==> config.mk <==
export PLATFORM = sky130hd
export DESIGN_NAME = fb_rect_writer
export DESIGN_NICKNAME = d
export VERILOG_FILES = /design/src/rtl/fb_rect_writer.sv
export SDC_FILE = /design/constraint.sdc
export NUM_CORES = 1
export LEC_CHECK = 0
export ABC_CLOCK_PERIOD_IN_PS = 3050
export BUFFER_PORTS_ARGS = -buffer_cell sky130_fd_sc_hd__buf_2
export CAP_MARGIN = 5
export CORE_ASPECT_RATIO = 1.2
export CORE_MARGIN = 8
export CORE_UTILIZATION = 41
export CTS_BUF_LIST = sky130_fd_sc_hd__clkbuf_4 sky130_fd_sc_hd__clkbuf_8 sky130_fd_sc_hd__clkbuf_16
export CTS_CLUSTER_SIZE = 10
export DETAILED_ROUTE_END_ITERATION = 16
export SKIP_CTS_REPAIR_TIMING = 1
export SLEW_MARGIN = 20
export SYNTH_ARGS = -nofsm -noshare
export SYNTH_HDL_FRONTEND = slang
export SYNTH_SLANG_ARGS = --single-unit
==> constraint.sdc <==
create_clock -name clk_in -period 3.05 [get_ports clk_in]
set_input_delay 0.1525 -clock clk_in [delete_from_list [all_inputs] [get_ports clk_in]]
set_output_delay 0.1525 -clock clk_in [all_outputs]
set_load 0.1 [all_outputs]
==> src/rtl/fb_rect_writer.sv <==
// Rectangle fill / clear / swap engine for the write side of a double-buffered RGB565 frame buffer.
// Clips each rectangle to the buffer and emits one registered pixel write per cycle.
module fb_rect_writer #(
  parameter int FB_WIDTH     = 320,
  parameter int FB_HEIGHT    = 180,
  parameter int FB_SIZE      = 16,
  parameter int SWAP_HOLDOFF = 2
) (
  input  logic                   clk_in,
  input  logic                   rst_n_in,
  input  logic                   cmd_valid_in,
  output logic                   cmd_ready_out,
  input  logic [1:0]             cmd_op_in,
  input  logic [8:0]             cmd_x_in,
  input  logic [7:0]             cmd_y_in,
  input  logic [8:0]             cmd_w_in,
  input  logic [7:0]             cmd_h_in,
  input  logic [15:0]            cmd_color_in,
  output logic                   busy_out,
  output logic                   write_clk_out,
  output logic [15:0]            write_data_out,
  output logic [2*FB_SIZE-1:0]   write_addr_out,
  output logic                   write_enable_out,
  output logic                   swap_buffer_out,
  output logic [FB_SIZE-1:0]     pix_count_out
);

  typedef enum logic [2:0] {S_IDLE, S_SETUP, S_FILL, S_SWAP, S_HOLD} state_t;

  localparam logic [1:0] OP_FILL  = 2'd0;
  localparam logic [1:0] OP_CLEAR = 2'd1;
  localparam logic [1:0] OP_SWAP  = 2'd2;

  localparam logic [9:0]         W10      = 10'(FB_WIDTH);
  localparam logic [9:0]         H10      = 10'(FB_HEIGHT);
  localparam logic [FB_SIZE-1:0] ROW_STEP = FB_SIZE'(FB_WIDTH);
  localparam int                 HW       = (SWAP_HOLDOFF > 1) ? $clog2(SWAP_HOLDOFF) : 1;
  localparam logic [HW-1:0]      HOLD_END = HW'(SWAP_HOLDOFF - 1);

  state_t r_state;
  state_t w_stateNext;

  logic [8:0]         r_x;
  logic [7:0]         r_y;
  logic [8:0]         r_w;
  logic [7:0]         r_h;
  logic [15:0]        r_color;
  logic [9:0]         r_xe;
  logic [9:0]         r_ye;
  logic [9:0]         r_col;
  logic [9:0]         r_row;
  logic [FB_SIZE-1:0] r_idx;
  logic [FB_SIZE-1:0] r_rowBase;
  logic [HW-1:0]      r_holdCnt;

  logic               w_accept;
  logic [9:0]         w_xSum;
  logic [9:0]         w_ySum;
  logic [9:0]         w_xe;
  logic [9:0]         w_ye;
  logic               w_empty;
  logic [FB_SIZE-1:0] w_rowBase;
  logic               w_colLast;
  logic               w_lastPix;

  logic                 w_readyNext;
  logic                 w_busyNext;
  logic                 w_weNext;
  logic [15:0]          w_dataNext;
  logic [2*FB_SIZE-1:0] w_addrNext;
  logic                 w_swapNext;
  logic [FB_SIZE-1:0]   w_pixNext;

  assign write_clk_out = clk_in;
  assign w_accept      = cmd_valid_in & cmd_ready_out;

  // Clipping uses 10-bit sums so x+w and y+h never wrap before the min().
  assign w_xSum    = {1'b0, r_x} + {1'b0, r_w};
  assign w_ySum    = {2'b0, r_y} + {2'b0, r_h};
  assign w_xe      = (w_xSum > W10) ? W10 : w_xSum;
  assign w_ye      = (w_ySum > H10) ? H10 : w_ySum;
  assign w_empty   = (r_w == 9'd0) || (r_h == 8'd0) || ({1'b0, r_x} >= W10) || ({2'b0, r_y} >= H10);
  assign w_rowBase = FB_SIZE'(r_y) * ROW_STEP + FB_SIZE'(r_x);
  assign w_colLast = (r_col == r_xe - 10'd1);
  assign w_lastPix = w_colLast && (r_row == r_ye - 10'd1);

  always_ff @(posedge clk_in or negedge rst_n_in) begin
    if (!rst_n_in) r_state <= S_IDLE;
    else           r_state <= w_stateNext;
  end

  always_comb begin
    w_stateNext = r_state;
    case (r_state)
      S_IDLE: begin
        if (w_accept) begin
          case (cmd_op_in)
            OP_FILL, OP_CLEAR: w_stateNext = S_SETUP;
            OP_SWAP:           w_stateNext = S_SWAP;
            default:           w_stateNext = S_IDLE;
          endcase
        end
      end
      S_SETUP: w_stateNext = w_empty ? S_IDLE : S_FILL;
      S_FILL:  if (w_lastPix) w_stateNext = S_IDLE;
      S_SWAP:  w_stateNext = S_HOLD;
      S_HOLD:  if (r_holdCnt == HOLD_END) w_stateNext = S_IDLE;
      default: w_stateNext = S_IDLE;
    endcase
  end

  // Ready follows registered IDLE-ness, so it is low the cycle after any accept that leaves IDLE.
  always_comb begin
    w_readyNext = (r_state == S_IDLE) && (w_stateNext == S_IDLE);
    w_busyNext  = (w_stateNext != S_IDLE);
    w_weNext    = (r_state == S_FILL);
    w_dataNext  = (r_state == S_FILL) ? r_color : 16'd0;
    w_addrNext  = (r_state == S_FILL) ? {{(FB_SIZE-1){1'b0}}, r_idx, 1'b0} : '0;
    w_swapNext  = (r_state == S_SWAP);
    w_pixNext   = pix_count_out;
    if (r_state == S_SWAP)
      w_pixNext = '0;
    else if ((r_state == S_FILL) && (pix_count_out != '1))
      w_pixNext = pix_count_out + 1'b1;
  end

  always_ff @(posedge clk_in or negedge rst_n_in) begin
    if (!rst_n_in) begin
      cmd_ready_out    <= 1'b0;
      busy_out         <= 1'b0;
      write_enable_out <= 1'b0;
      write_data_out   <= '0;
      write_addr_out   <= '0;
      swap_buffer_out  <= 1'b0;
      pix_count_out    <= '0;
    end else begin
      cmd_ready_out    <= w_readyNext;
      busy_out         <= w_busyNext;
      write_enable_out <= w_weNext;
      write_data_out   <= w_dataNext;
      write_addr_out   <= w_addrNext;
      swap_buffer_out  <= w_swapNext;
      pix_count_out    <= w_pixNext;
    end
  end

  // The fill walk only adds: +1 along a row, +FB_WIDTH from the row base at each row end.
  always_ff @(posedge clk_in or negedge rst_n_in) begin
    if (!rst_n_in) begin
      r_x       <= '0;
      r_y       <= '0;
      r_w       <= '0;
      r_h       <= '0;
      r_color   <= '0;
      r_xe      <= '0;
      r_ye      <= '0;
      r_col     <= '0;
      r_row     <= '0;
      r_idx     <= '0;
      r_rowBase <= '0;
      r_holdCnt <= '0;
    end else begin
      if (w_accept && (r_state == S_IDLE) && (cmd_op_in == OP_CLEAR)) begin
        r_x     <= '0;
        r_y     <= '0;
        r_w     <= 9'(FB_WIDTH);
        r_h     <= 8'(FB_HEIGHT);
        r_color <= cmd_color_in;
      end else if (w_accept && (r_state == S_IDLE) && (cmd_op_in == OP_FILL)) begin
        r_x     <= cmd_x_in;
        r_y     <= cmd_y_in;
        r_w     <= cmd_w_in;
        r_h     <= cmd_h_in;
        r_color <= cmd_color_in;
      end

      if (r_state == S_SETUP) begin
        r_xe      <= w_xe;
        r_ye      <= w_ye;
        r_col     <= {1'b0, r_x};
        r_row     <= {2'b0, r_y};
        r_rowBase <= w_rowBase;
        r_idx     <= w_rowBase;
      end else if (r_state == S_FILL) begin
        if (w_colLast) begin
          r_col     <= {1'b0, r_x};
          r_row     <= r_row + 10'd1;
          r_rowBase <= r_rowBase + ROW_STEP;
          r_idx     <= r_rowBase + ROW_STEP;
        end else begin
          r_col <= r_col + 10'd1;
          r_idx <= r_idx + 1'b1;
        end
      end

      if (r_state == S_HOLD) r_holdCnt <= r_holdCnt + 1'b1;
      else                   r_holdCnt <= '0;
    end
  end

endmodule

==> results.tsv, run 1 <==
stage	metric	value	unit
status	status	finished, final reports clean	
floorplan	Rows	63	
sta	Max Fclk	352.8	MHz
placed_design	routability cong.	0.8559	
logic_synthesis	Post-Syn Instances	1089	
logic_synthesis	Yosys reg bits	177	
setup_path	crit path kind	reg2reg	
global_routing	initial antenna violation count	0	
setup_path	WP data arrival	3.27	ns
sta	period utilization	0.9294	
power_and_ir_drop	Leak	5.791	nW
routing	DRT iter0 DRCs	548	
logic_synthesis	unique cell type count in the Yosys netlist	76	
routing	drt first pass iters	5	
power_and_ir_drop	Internal	6.816	mW
logic_synthesis	Synth async-reset ratio	1.000	
sta	Slew @ Worst Pin	0.9217	ns
global_routing	GRT Resource Usage Total	0.1720	
finish	Fillers	2332	
floorplan	core footprint	24440	µm²
sta	Final WS setup	0.2153	ns
finish	Final #Nets	1347	
finish	Syn-to-layout area delta	21.45	%
placed_design	post-DP HPWL	18.38	mm
power_and_ir_drop	sequential share of power	0.305	
logic_synthesis	Post-Syn Area per Cell	9.233	µm²
sta	Final Hold Fails	0	
cts	CTS tree	yes	
finish	most frequent cells in the layout	dfrtp_1 (177), nand2_1 (175), buf_2 (106)	
routing	DR vias	8374	
setup_path	CP max FO	5	
sta	RSZ-0062 raised after global routing	false	
placed_design	Placed Cells	1500	
global_routing	grt ovf	0	
power_and_ir_drop	maximum VDD drop	0.5438	mV
routing	WL final	25.83	mm
cts	Worst-Skew Late Latency	0.55	ns
placed_design	pre-CTS setup slack	0.1947	ns
sta	relative slew slack	0.3855	
global_routing	largest net degree at the start of global routing	103	
finish	antenna cell count	0	
job	max-cap viol count	0	
placed_design	PortBufs	107	
placed_design	placed standard-cell area	11010	µm²
logic_synthesis	synthesized area	10050	µm²
sta	Fin Setup TNS	0	ns
logic_synthesis	Post-synth EDFFs	0	
setup_path	CP endpoint kind	flip-flop	
sta	Final setup viols	0	
power_and_ir_drop	Comb pwr share	0.500	
setup_path	Worst Setup Start Kind	flip-flop	
sta	Final min period	2.835	ns
global_routing	vias in the first global route	8269	
routing	remaining antenna violation count	0	
power_and_ir_drop	sw frac	0.4791	
power_and_ir_drop	NetSw	6.269	mW
floorplan	I/O pin count	124	
floorplan	die extent in x	159.0	µm
logic_synthesis	Synth warnings	0	
sta	Final Skew	0.01140	ns
finish	commonest non-fill, non-tap cell in the layout	dfrtp_1	
global_routing	first-pass GRT wire length	42.25	mm
routing	Avg WL per Cell	16.28	µm
logic_synthesis	prevailing post-synth register cell	dfrtp_1	
cts	Clock transition at path regs	0.07	ns
sta	Slew Limit Fails	0	
setup_path	Req. time, crit path	3.49	ns
floorplan	Die ar.	29810	µm²
finish	share of post-route cells with drive strength above 1	0.1577	
power_and_ir_drop	Pwr per Cell Area	1071	nW/µm²
finish	non-filler cells, final	1587	
routing	vias per cell	5.277	
finish	final instance area	12210	µm²
floorplan	Die Y-Extent	187.5	µm
power_and_ir_drop	clock power share	0.194	
floorplan	Starting Density	0.4115	
routing	drt drc	0	
min_path	Hold WC Path Type	in2reg	
logic_synthesis	register area share after synthesis	0.4405	
[critical path, cell delays in order (launching register included)]
cell and delay [ns]:
dfrtp_1 0.51, inv_1 0.21, fa_1 0.50, nor2b_1 0.13, o21ai_0 0.12, a21boi_0 0.34
o21ai_0 0.15, a21boi_0 0.35, o21ai_0 0.19, o31ai_1 0.24
[synthesized netlist by cell type, types with 6 or more instances]
library cell	n	area (µm²)
dfrtp_1	177	4429
nor3b_1	6	45.04
nand3b_1	30	225.2
nor2b_1	6	37.54
nand4_1	8	50.05
a211oi_1	7	52.55
nand2_1	175	656.9
a32o_1	7	70.07
or3_1	8	50.05
nor2_1	76	285.3
o211ai_1	10	75.07
o21ai_0	54	270.3
and2_1	43	269.0
inv_1	31	116.4
ha_1	39	488.0
xor2_1	31	271.5
nand2b_1	6	37.54
buf_2	6	30.03
nor4_1	17	106.4
nor3_1	17	85.08
and3_1	12	75.07
a31oi_1	15	93.84
o31ai_1	7	52.55
xnor2_1	50	437.9
buf_4	17	127.6
mux2i_1	10	100.1
or2_2	6	37.54
nand3_1	33	165.2
a21oi_1	30	150.1
clkbuf_1	43	161.4
[power groups by stage]
stage               combinational, mW  sequential, mW  clock (mW)
CTS                              6.51            3.98        2.60
detailed placement               6.45            4.03       0.115
global placement                 6.39            4.01       0.115
global route                     7.17            4.12        2.69
finish                           6.55            4.00        2.54
floorplan                        3.77            5.10       0.124
[flip-flops by register name, indices dropped and copies added (netlist names)]
register and cells:
swap_buffer_out 1, cmd_ready_out 1, write_data_out 16, r_y 8
r_xe 10, r_row 10, r_holdCnt 1, write_enable_out 1
busy_out 1, r_state 3, r_color 16, pix_count_out 16
r_idx 16, r_ye 9, r_w 9, write_addr_out 16
r_x 9, r_col 10, r_rowBase 16, r_h 8
[final cells by class]
class	count	area [µm²]	share of cell area
flip-flops and latches	177	4429	0.3627
inverters	31	116.4	0.009529
clock inverters	12	143.9	0.01178
multi-input cells	825	5246	0.4296
repair buffers	193	1335	0.1093
well taps	325	406.6	0.03330
clock buffers	24	534.3	0.04375
[layer usage]
metal,vias up,wire [µm],GRT usage,part of all wire
li1,4122,-,-,-
met1,4025,11840,0.2239,0.46
met2,202,12320,0.2790,0.48
met3,25,1347,0.04102,0.052
met4,0,322,0.05342,0.012
met5,-,0,0,0
[kinds of logic after synthesis]
kind of cell | synth area share
AO/OA/AOI/OAI | 0.1430
XOR/XNOR | 0.07056
adder cells (fa/ha/maj) | 0.05650
buffers and inverters | 0.04529
flip-flops | 0.4405
multiplexers | 0.01108
other | 0.0003730
AND/OR/NAND/NOR | 0.2327
[worst paths after layout]
path	depth (start not counted)	slack, ns	from	to
max	9	0.22	r_y[1]$_DFFE_PN0P_	r_ye[1]$_DFFE_PN0P_
min	3	0.04	cmd_valid_in	r_state[0]$_DFF_PN0_
max in group asynchronous	3	1.94	rst_n_in	r_w[4]$_DFFE_PN0P_
max reg2reg	9	0.22	r_y[1]$_DFFE_PN0P_	r_ye[1]$_DFFE_PN0P_
min reg2reg	1	0.42	r_holdCnt$_DFF_PN0_	r_holdCnt$_DFF_PN0_
min in group asynchronous	2	0.21	rst_n_in	r_ye[5]$_DFFE_PN0P_
[through the flow]
step / power (mW) / hold slack, ns / util
after CTS: 13.10 / -0.2590 / 0.4781
after detailed placement: 10.59 / 0.3149 / 0.4506
after global placement: 10.51 / 0.3167 / 0.4506
final: 13.08 / 0.03880 / 0.4997
after global routing: 13.98 / 0.04301 / 0.4997
after floorplan: 8.999 / -0.1431 / -
Note: power is estimated with default switching activity, not from simulation.
==> run 2: changes to the inputs <==
--- a/config.mk
+++ b/config.mk
@@ -14,6 +14,7 @@
 export CTS_BUF_LIST = sky130_fd_sc_hd__clkbuf_4 sky130_fd_sc_hd__clkbuf_8 sky130_fd_sc_hd__clkbuf_16
 export CTS_CLUSTER_SIZE = 10
 export DETAILED_ROUTE_END_ITERATION = 16
+export HOLD_SLACK_MARGIN = 0.05
 export SKIP_CTS_REPAIR_TIMING = 1
 export SLEW_MARGIN = 20
 export SYNTH_ARGS = -nofsm -noshare
==> results.tsv, run 2 (synthesized netlist as in run 1, its figures left out) <==
stage	metric	value	unit	change
finish	antenna cell count	0		unchanged
sta	relative slew slack	0.3939		+0.008383
floorplan	core footprint	24440	µm²	unchanged
power_and_ir_drop	clock power share	0.194		about the same
min_path	worst hold path depth	3		unchanged
finish	share of post-route cells with drive strength above 1	0.1574		-0.0002495
setup_path	R2R cell count	9		unchanged
global_routing	GRT Resource Usage Total	0.1720		unchanged
floorplan	Die ar.	29810	µm²	unchanged
setup_path	crit path kind	reg2reg		
routing	remaining antenna violation count	0		unchanged
floorplan	Rows	63		unchanged
sta	Final Hold Fails	0		unchanged
sta	period utilization	0.9252		-0.004191
power_and_ir_drop	Pwr Total	13.09	mW	about the same
job	max-cap viol count	0		unchanged
global_routing	initial antenna violation count	0		unchanged
placed_design	post-DP HPWL	18.38	mm	unchanged
routing	drt first pass iters	5		unchanged
setup_path	Req. time, crit path	3.49	ns	about the same
setup_path	Worst Setup Start Kind	flip-flop		
finish	non-filler cells, final	1589		+0.13%
finish	Syn-to-layout area delta	21.65	%	
setup_path	WP data arrival	3.26	ns	about the same
sta	Max Fclk	354.4	MHz	+0.45%
power_and_ir_drop	Comb pwr share	0.500		about the same
sta	Final min period	2.822	ns	-0.01278 ns
power_and_ir_drop	sequential share of power	0.305		about the same
setup_path	Worst R2R Start	r_y[1]$_DFFE_PN0P_		
power_and_ir_drop	sw frac	0.4790		about the same
global_routing	vias in the first global route	8269		unchanged
routing	vias per cell	5.260		-0.32%
power_and_ir_drop	maximum VDD drop	0.6336	mV	+17%
sta	Final WS setup	0.2281	ns	+0.01278 ns
status	status	finished, final reports clean		
power_and_ir_drop	Leak	5.797	nW	about the same
min_path	Worst Hold End	r_w[6]$_DFFE_PN0P_		
min_path	Hold WC Path Type	in2reg		
cts	Clock transition at path regs	0.07	ns	about the same
power_and_ir_drop	Internal	6.818	mW	about the same
global_routing	grt ovf	0		unchanged
routing	Avg WL per Cell	16.26	µm	about the same
routing	DRT iter0 DRCs	522		-4.7%
cts	CTS tree	yes		
setup_path	CP max FO	5		unchanged
floorplan	I/O pin count	124		unchanged
setup_path	register-to-register setup slack	0.23	ns	about the same
placed_design	PortBufs	107		unchanged
sta	RSZ-0062 raised after global routing	false		
finish	most frequent cells in the layout	dfrtp_1 (177), nand2_1 (175), buf_2 (106)		
finish	commonest non-fill, non-tap cell in the layout	dfrtp_1		
finish	multi-input logic area	5246	µm²	unchanged
finish	register area	4429	µm²	unchanged
routing	drt drc	0		unchanged
floorplan	Die Y-Extent	187.5	µm	unchanged
floorplan	Starting Density	0.4115		unchanged
sta	Fin Setup TNS	0	ns	unchanged
placed_design	Placed Cells	1500		unchanged
power_and_ir_drop	Pwr per Cell Area	1070	nW/µm²	-0.15%
setup_path	reg2reg end	r_ye[1]$_DFFE_PN0P_		
placed_design	pre-CTS setup slack	0.1947	ns	unchanged
floorplan	die extent in x	159.0	µm	unchanged
power_and_ir_drop	NetSw	6.268	mW	about the same
routing	metal3 WL	1.244	mm	-7.6%
global_routing	largest net degree at the start of global routing	103		unchanged
sta	Final setup viols	0		unchanged
sta	Slew @ Worst Pin	0.9091	ns	-0.01258 ns
routing	top sig layer	met4		
sta	Slew Limit Fails	0		unchanged
routing	WL final	25.84	mm	about the same
placed_design	routability cong.	0.8559		unchanged
routing	DR vias	8358		-0.19%
finish	Final #Nets	1349		+0.15%
global_routing	first-pass GRT wire length	42.25	mm	unchanged
min_path	hold_sp	cmd_op_in[0]		
finish	Fillers	2333		+0.043%
sta	Final Skew	0.01152	ns	+0.0001228 ns
setup_path	CP endpoint kind	flip-flop		
routing	Met2 Wirelength	12.39	mm	+0.63%
routing	met1 WL	11.88	mm	+0.35%
cts	Worst-Skew Late Latency	0.55	ns	about the same
==> run 2: cell types whose count changed in the layout (fill, tap and decap cells not counted) <==
cell	before	now
dlygate4sd3_1	52	54
==> run 2: worst max path at each step <==
stage               slack [ns]  depth (start not counted)           startpoint                   endpoint
global placement          0.25                         11   r_y[1]$_DFFE_PN0P_  r_rowBase[14]$_DFFE_PN0P_
finish                    0.23                          9   r_y[1]$_DFFE_PN0P_        r_ye[1]$_DFFE_PN0P_
CTS                        0.1                         10   r_x[0]$_DFFE_PN0P_        r_xe[2]$_DFFE_PN0P_
detailed placement        0.19                         11  r_xe[0]$_DFFE_PN0P_       r_col[6]$_DFFE_PN0P_
floorplan                 0.42                         10  r_xe[0]$_DFFE_PN0P_       r_row[7]$_DFFE_PN0P_
global route              0.02                          9   r_y[1]$_DFFE_PN0P_        r_ye[1]$_DFFE_PN0P_
==> run 2: metrics by stage <==
step	hold WS, ns	cell area (µm²)	utilization
3_3_place_gp	0.3167	11010	0.4506
2_1_floorplan	-0.1431	10110	-
6_report	0.1360	12230	0.5006
4_1_cts	-0.2590	11680	0.4781
3_5_place_dp	0.3149	11010	0.4506
5_1_grt	0.1886	12230	0.5006
==> run 2: critical path, stage by stage (launching register included) <==
cell and delay (ns):
dfrtp_1 0.50, inv_1 0.21, fa_1 0.49, nor2b_1 0.13
o21ai_0 0.12, a21boi_0 0.34, o21ai_0 0.15, a21boi_0 0.35
o21ai_0 0.19, o31ai_1 0.24
==> run 2: per-layer routing <==
layer | track usage | vias up
li1 | - | 4125
met1 | 0.2239 | 4022
met5 | 0 | -
met2 | 0.2790 | 188
met4 | 0.05342 | 0
met3 | 0.04102 | 23
==> run 2: cell type report <==
| type | count | share of cell area |
|---|---|---|
| Tap cell | 325 | 0.03324 |
| Multi-Input combinational cell | 825 | 0.4289 |
| Clock buffer | 24 | 0.04368 |
| Inverter | 31 | 0.009513 |
| Clock inverter | 12 | 0.01176 |
| Sequential cell | 177 | 0.3621 |
| Timing Repair Buffer | 195 | 0.1108 |
==> run 2: power groups by stage <==
stage	Sequential [mW]	Combinational (mW)	Clock (mW)
floorplan	5.10	3.77	0.124
global placement	4.01	6.39	0.115
detailed placement	4.03	6.45	0.115
CTS	3.98	6.51	2.60
global route	4.12	7.17	2.69
finish	3.99	6.55	2.54
==> run 3: changes to the inputs <==
--- a/config.mk
+++ b/config.mk
@@ -10,11 +10,12 @@
 export CAP_MARGIN = 5
 export CORE_ASPECT_RATIO = 1.2
 export CORE_MARGIN = 8
-export CORE_UTILIZATION = 41
+export CORE_UTILIZATION = 56
 export CTS_BUF_LIST = sky130_fd_sc_hd__clkbuf_4 sky130_fd_sc_hd__clkbuf_8 sky130_fd_sc_hd__clkbuf_16
 export CTS_CLUSTER_SIZE = 10
 export DETAILED_ROUTE_END_ITERATION = 16
 export HOLD_SLACK_MARGIN = 0.05
+export PLACE_DENSITY = 0.77
 export SKIP_CTS_REPAIR_TIMING = 1
 export SLEW_MARGIN = 20
 export SYNTH_ARGS = -nofsm -noshare
==> constraint.sdc (replaced) <==
create_clock -name clk_in -period 3.05 [get_ports clk_in]
set_input_delay 0.1525 -clock clk_in [delete_from_list [all_inputs] [get_ports clk_in]]
set_output_delay 0.1525 -clock clk_in [all_outputs]
set_load 0.02 [all_outputs]
==> results.tsv, run 3 (synthesized netlist as in run 1, its figures left out) <==
stage	metric	value	unit	change
status	status	finished, final reports clean		
finish	final core utilization	0.6852		+0.1847
global_routing	largest net degree at the start of global routing	76		-26%
placed_design	PortBufs	107		unchanged
finish	final instance area	12040	µm²	-1.6%
setup_path	register-to-register setup slack	0.22	ns	about the same
power_and_ir_drop	sw frac	0.4271		-0.05193
floorplan	Die ar.	22520	µm²	-24%
finish	commonest non-fill, non-tap cell in the layout	dfrtp_1		
job	max-cap viol count	0		unchanged
min_path	worst hold path depth	3		unchanged
power_and_ir_drop	clock power share	0.204		+0.010
power_and_ir_drop	Internal	6.690	mW	-1.9%
sta	RSZ-0062 raised after global routing	false		
placed_design	routability cong.	0.9168		+7.1%
min_path	Hold WC Path Type	in2reg		
sta	Slew Limit Fails	0		unchanged
cts	Worst-Skew Late Latency	0.55	ns	about the same
setup_path	R2R cell count	9		unchanged
power_and_ir_drop	Leak	5.759	nW	-0.64%
finish	antenna cell count	0		unchanged
routing	drt first pass iters	6		+1
global_routing	GRT Resource Usage Total	0.2164		+0.04439
power_and_ir_drop	NetSw	4.987	mW	-20%
routing	vias per cell	5.767		+9.6%
sta	Final min period	2.828	ns	+0.006532 ns
placed_design	Placed Cells	1390		-7.3%
sta	relative slew slack	0.4553		+0.06138
power_and_ir_drop	Comb pwr share	0.453		-0.047
setup_path	reg2reg end	r_xe[0]$_DFFE_PN0P_		
sta	Final Hold Fails	0		unchanged
sta	Fin Setup TNS	0	ns	unchanged
setup_path	CP max FO	4		-1
routing	drt drc	0		unchanged
sta	period utilization	0.9273		+0.002142
global_routing	first-pass GRT wire length	40.35	mm	-4.5%
min_path	hold_sp	cmd_valid_in		
routing	WL final	25.17	mm	-2.6%
power_and_ir_drop	Pwr per Cell Area	969.8	nW/µm²	-9.4%
finish	Syn-to-layout area delta	19.76	%	
cts	CTS tree	yes		
routing	DRT iter0 DRCs	573		+9.8%
placed_design	post-DP HPWL	17.20	mm	-6.5%
setup_path	WP data arrival	3.26	ns	about the same
power_and_ir_drop	sequential share of power	0.343		+0.038
setup_path	Req. time, crit path	3.48	ns	about the same
finish	Fillers	1334		-43%
floorplan	Die Y-Extent	162.8	µm	-13%
finish	share of post-route cells with drive strength above 1	0.1526		-0.004813
routing	remaining antenna violation count	0		unchanged
finish	non-filler cells, final	1478		-7.0%
sta	Final setup viols	0		unchanged
global_routing	vias in the first global route	8293		+0.29%
setup_path	Worst Setup Start Kind	flip-flop		
floorplan	die extent in x	138.3	µm	-13%
sta	Max Fclk	353.6	MHz	-0.23%
finish	Final #Nets	1344		-0.37%
floorplan	Rows	53		-16%
routing	Avg WL per Cell	17.03	µm	+4.7%
setup_path	Worst R2R Start	r_x[1]$_DFFE_PN0P_		
floorplan	Starting Density	0.5722		+0.1607
global_routing	initial antenna violation count	0		unchanged
sta	Final Skew	0.01126	ns	-0.0002605 ns
floorplan	core footprint	17570	µm²	-28%
placed_design	placed standard-cell area	10850	µm²	-1.4%
routing	DR vias	8523		+2.0%
global_routing	grt ovf	0		unchanged
power_and_ir_drop	maximum VDD drop	0.5839	mV	-7.8%
sta	Hold WS	0.05875	ns	-0.07729 ns
setup_path	crit path kind	reg2reg		
min_path	Worst Hold End	r_state[0]$_DFF_PN0_		
finish	most frequent cells in the layout	dfrtp_1 (177), nand2_1 (175), buf_2 (106)		
cts	Clock transition at path regs	0.07	ns	about the same
setup_path	CP endpoint kind	flip-flop		
sta	Slew @ Worst Pin	0.8171	ns	-0.09206 ns
floorplan	I/O pin count	124		unchanged
[run 3: cell types whose count changed in the layout (fill, tap and decap cells not counted), moves of 2 or more]
| cell | before | now |
|---|---|---|
| buf_4 | 34 | 28 |
| inv_8 | 1 | 5 |
| clkbuf_8 | 2 | 0 |
| clkbuf_4 | 2 | 0 |
[run 3: critical path, cell delays in order, from the launching register on]
cell,delay (ns)
dfrtp_1,0.43
inv_1,0.16
fa_1,0.49
nand2b_1,0.18
a211oi_1,0.34
or4_1,0.21
o311ai_0,0.17
a31oi_1,0.21
o221ai_1,0.22
a32o_1,0.32
[run 3: cell type report]
| class | count | area (µm²) | area share |
|---|---|---|---|
| multi-input cells | 825 | 5241 | 0.4353 |
| flip-flops and latches | 177 | 4429 | 0.3678 |
| repair buffers | 190 | 1328 | 0.1102 |
| clock buffers | 21 | 505.5 | 0.04198 |
| well taps | 220 | 275.3 | 0.02286 |
| clock inverters | 14 | 146.4 | 0.01216 |
| inverters | 31 | 116.4 | 0.009663 |
[run 3: metrics by stage]
step           setup slack (ns)  power [mW]
5_1_grt                0.007669       12.54
6_report                 0.2216       11.68
4_1_cts                  0.1096       11.63
3_5_place_dp             0.1368       9.219
2_1_floorplan            0.4158       7.750
3_3_place_gp             0.2395       9.071
[run 3: metal layers]
layer | track usage | up-vias | wire length (µm)
met5 | 0 | - | 0
met4 | 0.09649 | 0 | 669
met3 | 0.04201 | 48 | 1238
met2 | 0.3558 | 254 | 12520
met1 | 0.2730 | 4106 | 10740
li1 | - | 4115 | -
[run 3: worst max path at each step]
stage	startpoint	to	slack, ns	cells after the start
after floorplan	r_xe[0]$_DFFE_PN0P_	r_row[7]$_DFFE_PN0P_	0.42	10
after global placement	r_xe[0]$_DFFE_PN0P_	r_idx[3]$_DFFE_PN0P_	0.24	10
after detailed placement	r_xe[0]$_DFFE_PN0P_	r_idx[4]$_DFFE_PN0P_	0.14	10
after CTS	r_xe[0]$_DFFE_PN0P_	r_idx[13]$_DFFE_PN0P_	0.11	10
after global routing	r_x[1]$_DFFE_PN0P_	r_xe[0]$_DFFE_PN0P_	0.008	9
final	r_x[1]$_DFFE_PN0P_	r_xe[0]$_DFFE_PN0P_	0.22	9
[run 3: power by group through the flow]
stage / combinational [mW] / clock (mW) / sequential (mW)
after floorplan: 3.71 / 0.0383 / 4.01
after global placement: 5.05 / 0.0306 / 3.99
after detailed placement: 5.17 / 0.0306 / 4.02
after CTS: 5.23 / 2.42 / 3.98
after global routing: 5.90 / 2.51 / 4.13
final: 5.29 / 2.38 / 4.01
